File: src/rtl/fetch_ctrl.sv
// Instruction fetch controller: requests one word at a time, hands it to decode and
// waits for branch/jump resolution when needed. Define FETCH_CTRL_PERF_EN for the stall counter.
module fetch_ctrl #(
    parameter logic [31:0] RESET_VECTOR = 32'h0000_0000
) (
    input  logic        CLK,
    input  logic        RESET,
    output logic        imem_req,
    output logic [31:0] imem_addr,
    input  logic        imem_gnt,
    input  logic        imem_rvalid,
    input  logic [31:0] imem_rdata,
    output logic [31:0] inst,
    output logic [31:0] inst_pc,
    output logic        inst_valid,
    input  logic        dec_ready,
    input  logic        tgt_valid,
    input  logic        b_taken,
    input  logic [31:0] tgt_addr,
    output logic [31:0] stall_cnt
);

    typedef enum logic [2:0] {
        BOOT,
        REQ,
        RESP,
        ISSUE,
        RESOLVE
    } state_t;

    localparam logic [6:0] OP_JAL    = 7'b1101111;
    localparam logic [6:0] OP_JALR   = 7'b1100111;
    localparam logic [6:0] OP_BRANCH = 7'b1100011;

    state_t      state;
    logic [31:0] pc;
    logic        is_ctrl;
    logic        is_uncond;

    assign imem_addr = pc;
    assign is_uncond = (inst[6:0] == OP_JAL) || (inst[6:0] == OP_JALR);
    assign is_ctrl   = is_uncond || (inst[6:0] == OP_BRANCH);

    // NOTE: state and registered outputs use non-blocking assignments under an async
    // active-low reset so every flop samples the pre-edge values of its neighbours.
    always_ff @(posedge CLK or negedge RESET) begin
        if (!RESET) begin
            state      <= BOOT;
            pc         <= RESET_VECTOR;
            imem_req   <= 1'b0;
            inst       <= 32'h0;
            inst_pc    <= 32'h0;
            inst_valid <= 1'b0;
        end else begin
            case (state)
                BOOT: begin
                    state    <= REQ;
                    imem_req <= 1'b1;
                end
                REQ: begin
                    if (imem_gnt) begin
                        imem_req <= 1'b0;
                        state    <= RESP;
                    end
                end
                RESP: begin
                    if (imem_rvalid) begin
                        inst    <= imem_rdata;
                        inst_pc <= pc;
                        state   <= ISSUE;
                    end
                end
                ISSUE: begin
                    // First ISSUE cycle loads the word; inst_valid shows from the next one.
                    if (!inst_valid) begin
                        inst_valid <= 1'b1;
                    end else if (dec_ready) begin
                        inst_valid <= 1'b0;
                        if (is_ctrl) begin
                            state <= RESOLVE;
                        end else begin
                            pc       <= pc + 32'd4;
                            imem_req <= 1'b1;
                            state    <= REQ;
                        end
                    end
                end
                RESOLVE: begin
                    if (tgt_valid) begin
                        if (is_uncond || b_taken) begin
                            pc <= {tgt_addr[31:2], 2'b00};
                        end else begin
                            pc <= inst_pc + 32'd4;
                        end
                        imem_req <= 1'b1;
                        state    <= REQ;
                    end
                end
                default: begin
                    state      <= BOOT;
                    imem_req   <= 1'b0;
                    inst_valid <= 1'b0;
                end
            endcase
        end
    end

`ifdef FETCH_CTRL_PERF_EN
    logic stall_now;

    always_comb begin
        stall_now = 1'b0;
        case (state)
            REQ:     stall_now = !imem_gnt;
            RESP:    stall_now = !imem_rvalid;
            ISSUE:   stall_now = !dec_ready;
            RESOLVE: stall_now = !tgt_valid;
            default: stall_now = 1'b0;
        endcase
    end

    always_ff @(posedge CLK or negedge RESET) begin
        if (!RESET) begin
            stall_cnt <= 32'h0;
        end else if (stall_now && (stall_cnt != 32'hFFFF_FFFF)) begin
            stall_cnt <= stall_cnt + 32'd1;
        end
    end
`else
    assign stall_cnt = 32'h0;
`endif

endmodule

File: config.mk
export PLATFORM = sky130hd
export DESIGN_NAME = fetch_ctrl
export DESIGN_NICKNAME = d
export VERILOG_FILES = /design/src/rtl/fetch_ctrl.sv
export SDC_FILE = /design/constraint.sdc
export NUM_CORES = 1
export LEC_CHECK = 0
export CORE_MARGIN = 3
export CORE_UTILIZATION = 35
export CTS_BUF_LIST = sky130_fd_sc_hd__clkbuf_4 sky130_fd_sc_hd__clkbuf_8
export DETAILED_ROUTE_END_ITERATION = 12
export GPL_TIMING_DRIVEN = 1
export PLACE_DENSITY = 0.69
export SYNTH_ARGS = -nofsm -noshare
export SYNTH_HDL_FRONTEND = slang
export SYNTH_SLANG_ARGS = --single-unit
File: constraint.sdc
create_clock -name CLK -period 2.5 [get_ports CLK]
set_clock_uncertainty 0.15 [all_clocks]
set_input_delay 0.5 -clock CLK [delete_from_list [all_inputs] [get_ports CLK]]
set_output_delay 0.5 -clock CLK [all_outputs]
set_load 0.01 [all_outputs]
# Yosys cells after proc, flatten, opt, wreduce, memory -nomap -nowiden
# Index checks and enable logic that the tools add are counted.
dict set report op_classes {
  muxes 22
  eq_ne 13
  n_bitwise 1
  n_addsub 2
  n_shift 0
  reduce_logical 10
  order_cmp 0
  n_div 0
  mul 0
}
# operator n
set op_table {}
lappend op_table {{2-to-1 mux 32 bit} 5}
lappend op_table {{adder 32 x 3 -> 32 bit, second input constant} 2}
lappend op_table {{one-hot mux 32 bit (2 select lines)} 1}
lappend op_table {{equality test 7 bit, second input constant} 3}
lappend op_table {{2-to-1 mux 3 bit} 6}
lappend op_table {{one-hot mux 3 bit (5 select lines)} 1}
lappend op_table {{!= test 2 bit, second input constant} 6}
lappend op_table {{AND reduction 5 bit} 2}
lappend op_table {{2-to-1 mux 1 bit} 7}
lappend op_table {{equality test 3 x 2 -> 1 bit, second input constant} 2}
lappend op_table {{AND reduction 6 bit} 1}
lappend op_table {{one-hot mux 1 bit (5 select lines)} 1}
lappend op_table {{OR reduction 4 bit} 1}
lappend op_table {{equality test 3 x 1 -> 1 bit, second input constant} 1}
lappend op_table {{equality test 3 bit, second input constant} 1}
lappend op_table {{logical NOT 3 bit} 1}
lappend op_table {{logical OR 1 bit} 3}
lappend op_table {{one-hot mux 1 bit (2 select lines)} 1}
lappend op_table {{AND reduction 2 bit} 1}
lappend op_table {{nonzero test 2 bit} 1}
lappend op_table {{NOT 1 bit} 1}
dict set report word_totals {
  mem_bits_ro 0
  wordCells 54
  mem_bits_rw 0
  n_memories 0
  inputBits 71
  regBits 101
  latch_bits 0
  output_inout_bits 130
}

# Depth between registers and ports, before layout
dict set report logic_depth {
  depth_word 7
  ltp_mapped 8
  ltp_nobuf 6
}

# Worst setup path after synthesis
# OpenSTA, ideal clock, no wires.
dict set report synth_timing {
  path_type {register to register}
  from {register inst_pc[2]}
  to {register pc[28] (netlist: imem_addr[28])}
  t_required_ns 2.286
  arrival_ns 2.114
  period_less_slack_ns 2.328
  path_buffers 0
  setup_time_ns 0.064
  path_stages_with_launch 7
  slack_ns 0.172
  cell_sequence {dfrtp_1 -> ha_1 -> nand3_1 -> or4_4 -> or4_1 -> a31oi_1 -> a211o_1}
}
dict set report synth_between {
  elab_chain_len 4
}
# element line
set synth_lines {}
lappend synth_lines {{start, declared} 14} ;# output logic [31:0] inst_pc,
lappend synth_lines {{start signal, assigned} 69} ;# inst_pc <= pc;
lappend synth_lines {{adder 32 x 3 -> 32 bit} 93} ;# pc <= inst_pc + 32'd4;
lappend synth_lines {{2-to-1 mux 32 bit} 90} ;# if (is_uncond || b_taken) begin
lappend synth_lines {{2-to-1 mux 32 bit} 89} ;# if (tgt_valid) begin
lappend synth_lines {{one-hot mux 32 bit (2 select lines)} 55} ;# case (state)
lappend synth_lines {{end signal, assigned} 82} ;# pc <= pc + 32'd4;
lappend synth_lines {{end signal, assigned} 91} ;# pc <= {tgt_addr[31:2], 2'b00};
lappend synth_lines {{end signal, assigned} 93}
lappend synth_lines {{end, declared} 36} ;# logic [31:0] pc;
# Every way passes these cells. The select of a mux whose other input is x is not followed.
# A chain may end at the register's enable or synchronous reset.

# Worst setup path in the final report
dict set report layout_timing {
  from {register inst[5]}
  to {register pc[11] (netlist: imem_addr[11])}
}
dict set report layout_between {
  elab_chain_len 6
  word_cells_on_any_way 11
  classes_between {eq/ne (4); mux (3); reduce/logical (4)}
}
# element line
set layout_lines {}
lappend layout_lines {{start, declared} 13} ;# output logic [31:0] inst,
lappend layout_lines {{start signal, assigned} 68} ;# inst <= imem_rdata;
lappend layout_lines {{equality test 7 bit} 41} ;# assign is_uncond = (inst[6:0] == OP_JAL) || (inst[6:0] == OP_JALR);
lappend layout_lines {{logical OR 1 bit} 41}
lappend layout_lines {{logical OR 1 bit} 90}
lappend layout_lines {{2-to-1 mux 32 bit} 90}
lappend layout_lines {{2-to-1 mux 32 bit} 89}
lappend layout_lines {{one-hot mux 32 bit (2 select lines)} 55}
# Several ways; a longest one is shown, not always the timed one. The select of a mux whose other input is x is not followed.

==> results.sh <==
export IMPL_fp_row_count=46
export IMPL_core_sq_mm=0.01600
export IMPL_vdd_ir_drop_max_mv=0.5330
export IMPL_antenna_found_initial=0
export IMPL_drt_wl_total_mm=19.13
export IMPL_grt_util_all_layers=0.2105
export IMPL_synthesis_area_sq_mm=0.005782
export IMPL_die_area_sq_mm=0.01810
export IMPL_grt_overflow=0
export IMPL_yosys_cell_types_count=60
export IMPL_path_max_fanout=11
export IMPL_cts_root_buf="clkbuf_8"
export IMPL_detailed_place_hpwl_mm=14.32
export IMPL_synth_seq_cells=101
export IMPL_die_w_um=134.5
export IMPL_cts_hold_fix_buffers=1
export IMPL_synth_edff_count=0
export IMPL_worstPathArrival_ns=2.53
export IMPL_timing_fmax_ghz=0.4209
export IMPL_dp_cells=988
export IMPL_postLayoutCoreUtil=0.5110
export IMPL_cp_start_kind="flip-flop"
export IMPL_viasPerCell=5.463
export IMPL_p_leak_uw=0.003185
export IMPL_drtPass1Iterations=5
export IMPL_dr_wl_met2_mm=9.075
export IMPL_initial_core_util=0.3614
export IMPL_area_delta_synth_final_pct=41.42
export IMPL_cts_sinks=101
export IMPL_drive_gt1_frac=0.1840
export IMPL_h_tree_depth=3
export IMPL_period_minus_slack_ns=2.376
export IMPL_drtIter0Drc=391
export IMPL_synth_seq_area_share=0.4371
export IMPL_yosysWarnings=0
export IMPL_ys_top_cells_by_area="dfrtp_1, mux2_2, buf_4, nand2_1, xnor2_1"
export IMPL_required_ns=2.65
export IMPL_synth_top_area_share=0.4371
export IMPL_die_h_um=134.5
export IMPL_wl_met3_mm=1.766
export IMPL_gp_congestion=0.8905
export IMPL_instances_no_fill=1004
export IMPL_io_pins=201
export IMPL_place_area_sq_mm=0.007954
export IMPL_port_buffers=166
export IMPL_ys_top_cells_by_count="dfrtp_1, mux2_2, nand2_1"
export IMPL_yosysTopAreaCell="dfrtp_1"
export IMPL_syn_avg_cell_area_sq_um=9.917
export IMPL_slew_headroom=0.3851
export IMPL_setup_ws_ns=0.1239
export IMPL_worstSetupPathType="flip-flop to flip-flop"
export IMPL_grt_max_degree=71
export IMPL_synth_ff_type="dfrtp_1"
export IMPL_antenna_cells=0
export IMPL_hp_class="flip-flop to flip-flop"
export IMPL_setup_viol_count_final=0
export IMPL_tightest_slew_ns=0.9223
export IMPL_rsz0062_at_grt="no"
export IMPL_path_clk_slew_ns=0.10
export IMPL_drc=0
export IMPL_syn_inst=583
export IMPL_grt_pass1_wl_mm=30.09
export IMPL_clkLatencyLatePin_ns=0.39
export IMPL_cts_resized_gates=0
export IMPL_cts_buffer_depth=2
export IMPL_cts_buffers=9
export IMPL_outcome="complete, no violations"
export IMPL_post_cts_buffers=0
export IMPL_post_route_cell_area_sq_mm=0.008177
export IMPL_cap_violations=0
export IMPL_nets=857
export IMPL_cts_tree="built"
export IMPL_wire_per_inst_um=19.05
export IMPL_ant_nets=0
export IMPL_met1Wirelength_mm=7.844
export IMPL_top_layer_used="met4"
export IMPL_finalMaxSlewViolations=0
export IMPL_vias=5485
export IMPL_power_density_mw_per_mm2=868.0
export IMPL_final_hold_violation_count=0
export IMPL_dp_slack_ns=-0.01887
export IMPL_finalSetupTns_ns=0
export IMPL_timing_final_crit_share=0.9505
export IMPL_synth_most_common_cell="dfrtp_1"
export IMPL_grt_pass1_vias=5590
export IMPL_critPathCaptureType="flip-flop"
export IMPL_synth_async_reset_ratio=1.000
stage by stage:
stage	hold slack, ns	power [uW]
floorplan	0.05441	4093
CTS	0.3683	7147
finish	0.3651	7097
global route	0.3934	7507
global placement	0.3374	5860
detailed placement	0.3441	5961
cell families after synthesis:
group	after synthesis	share of synthesized area
AOI/OAI and AO/OA	131	0.1556
buffers and inverters	80	0.07444
DFF	101	0.4371
adders and majority gates	2	0.004327
other	1	0.0006486
muxes	65	0.1253
and+or+nand+nor	184	0.1738
xor gates and xnor gates	19	0.02878
per-layer routing:
| metal | track usage | vias to the layer above |
|---|---|---|
| met2 | 0.3464 | 291 |
| met4 | 0.06618 | 0 |
| li1 | - | 2515 |
| met1 | 0.2720 | 2641 |
| met3 | 0.05663 | 38 |
| met5 | 0 | - |
flip-flops by register name, summed over array words and instances (netlist names):
| register | count |
|---|---|
| imem_addr | 32 |
| inst_pc | 32 |
| inst_valid | 1 |
| state | 3 |
| inst | 32 |
| imem_req | 1 |
critical path: stages (launching register included):
cell and delay (ns):
dfrtp_1 0.45, and4b_1 0.29, a31oi_1 0.11, buf_4 0.19
a21oi_1 0.74, o21ai_0 0.21, o211ai_1 0.14
path summary, 6_finish.rpt:
kind,from,to,slack (ns),cells past startpoint
min in group asynchronous,RESET,inst[31]$_DFFE_PN0P_,0.47,2
worst min-delay path,inst[28]$_DFFE_PN0P_,inst[28]$_DFFE_PN0P_,0.37,1
max in group asynchronous,RESET,imem_req$_DFFE_PN0P_,1.15,3
worst max-delay path,inst[5]$_DFFE_PN0P_,imem_addr[11]$_DFFE_PN0P_,0.12,6
worst min register to register,inst[28]$_DFFE_PN0P_,inst[28]$_DFFE_PN0P_,0.37,1
worst max register to register,inst[5]$_DFFE_PN0P_,imem_addr[11]$_DFFE_PN0P_,0.12,6
power breakdown:
part           switching, uW  leakage, uW  internal (uW)  total, uW
sequential               509      0.00121           2160       2670
combinational           1420      0.00187           1850       3270
clock                    600     0.000101            558       1160
total                   2530      0.00319           4560       7100
layout make-up:
class | instances | area, sq um
repair buffers | 223 | 2140
clock buffers | 9 | 123.9
fillers | 1441 | 7824
multi-input cells | 433 | 2967
well taps | 216 | 270.3
inverters | 16 | 60.06
clock inverters | 6 | 88.84
flip-flops and latches | 101 | 2527
layout by cell type (no fill, tap or decap), drive strengths merged, types with 7 or more instances in the layout:
cell type      synthesis  final
clkdlybuf4s50          0    165
dfrtp                101    101
mux2                  59     59
buf                   40     57
nand2                 45     45
conb                   1     32
o21ai                 28     28
nor2                  24     24
nand4                 23     23
nand3                 22     22
nor3                  18     18
xnor2                 17     17
inv                   16     16
a21oi                 13     13
a211oi                12     12
nor4                  12     12
o22ai                 11     11
and2                  10     10
o211ai                10     10
a31oi                 10     10
clkbuf                24      9
o31ai                  7      7
or4                    7      7
No activity file was read; power rests on OpenSTA's default activity.
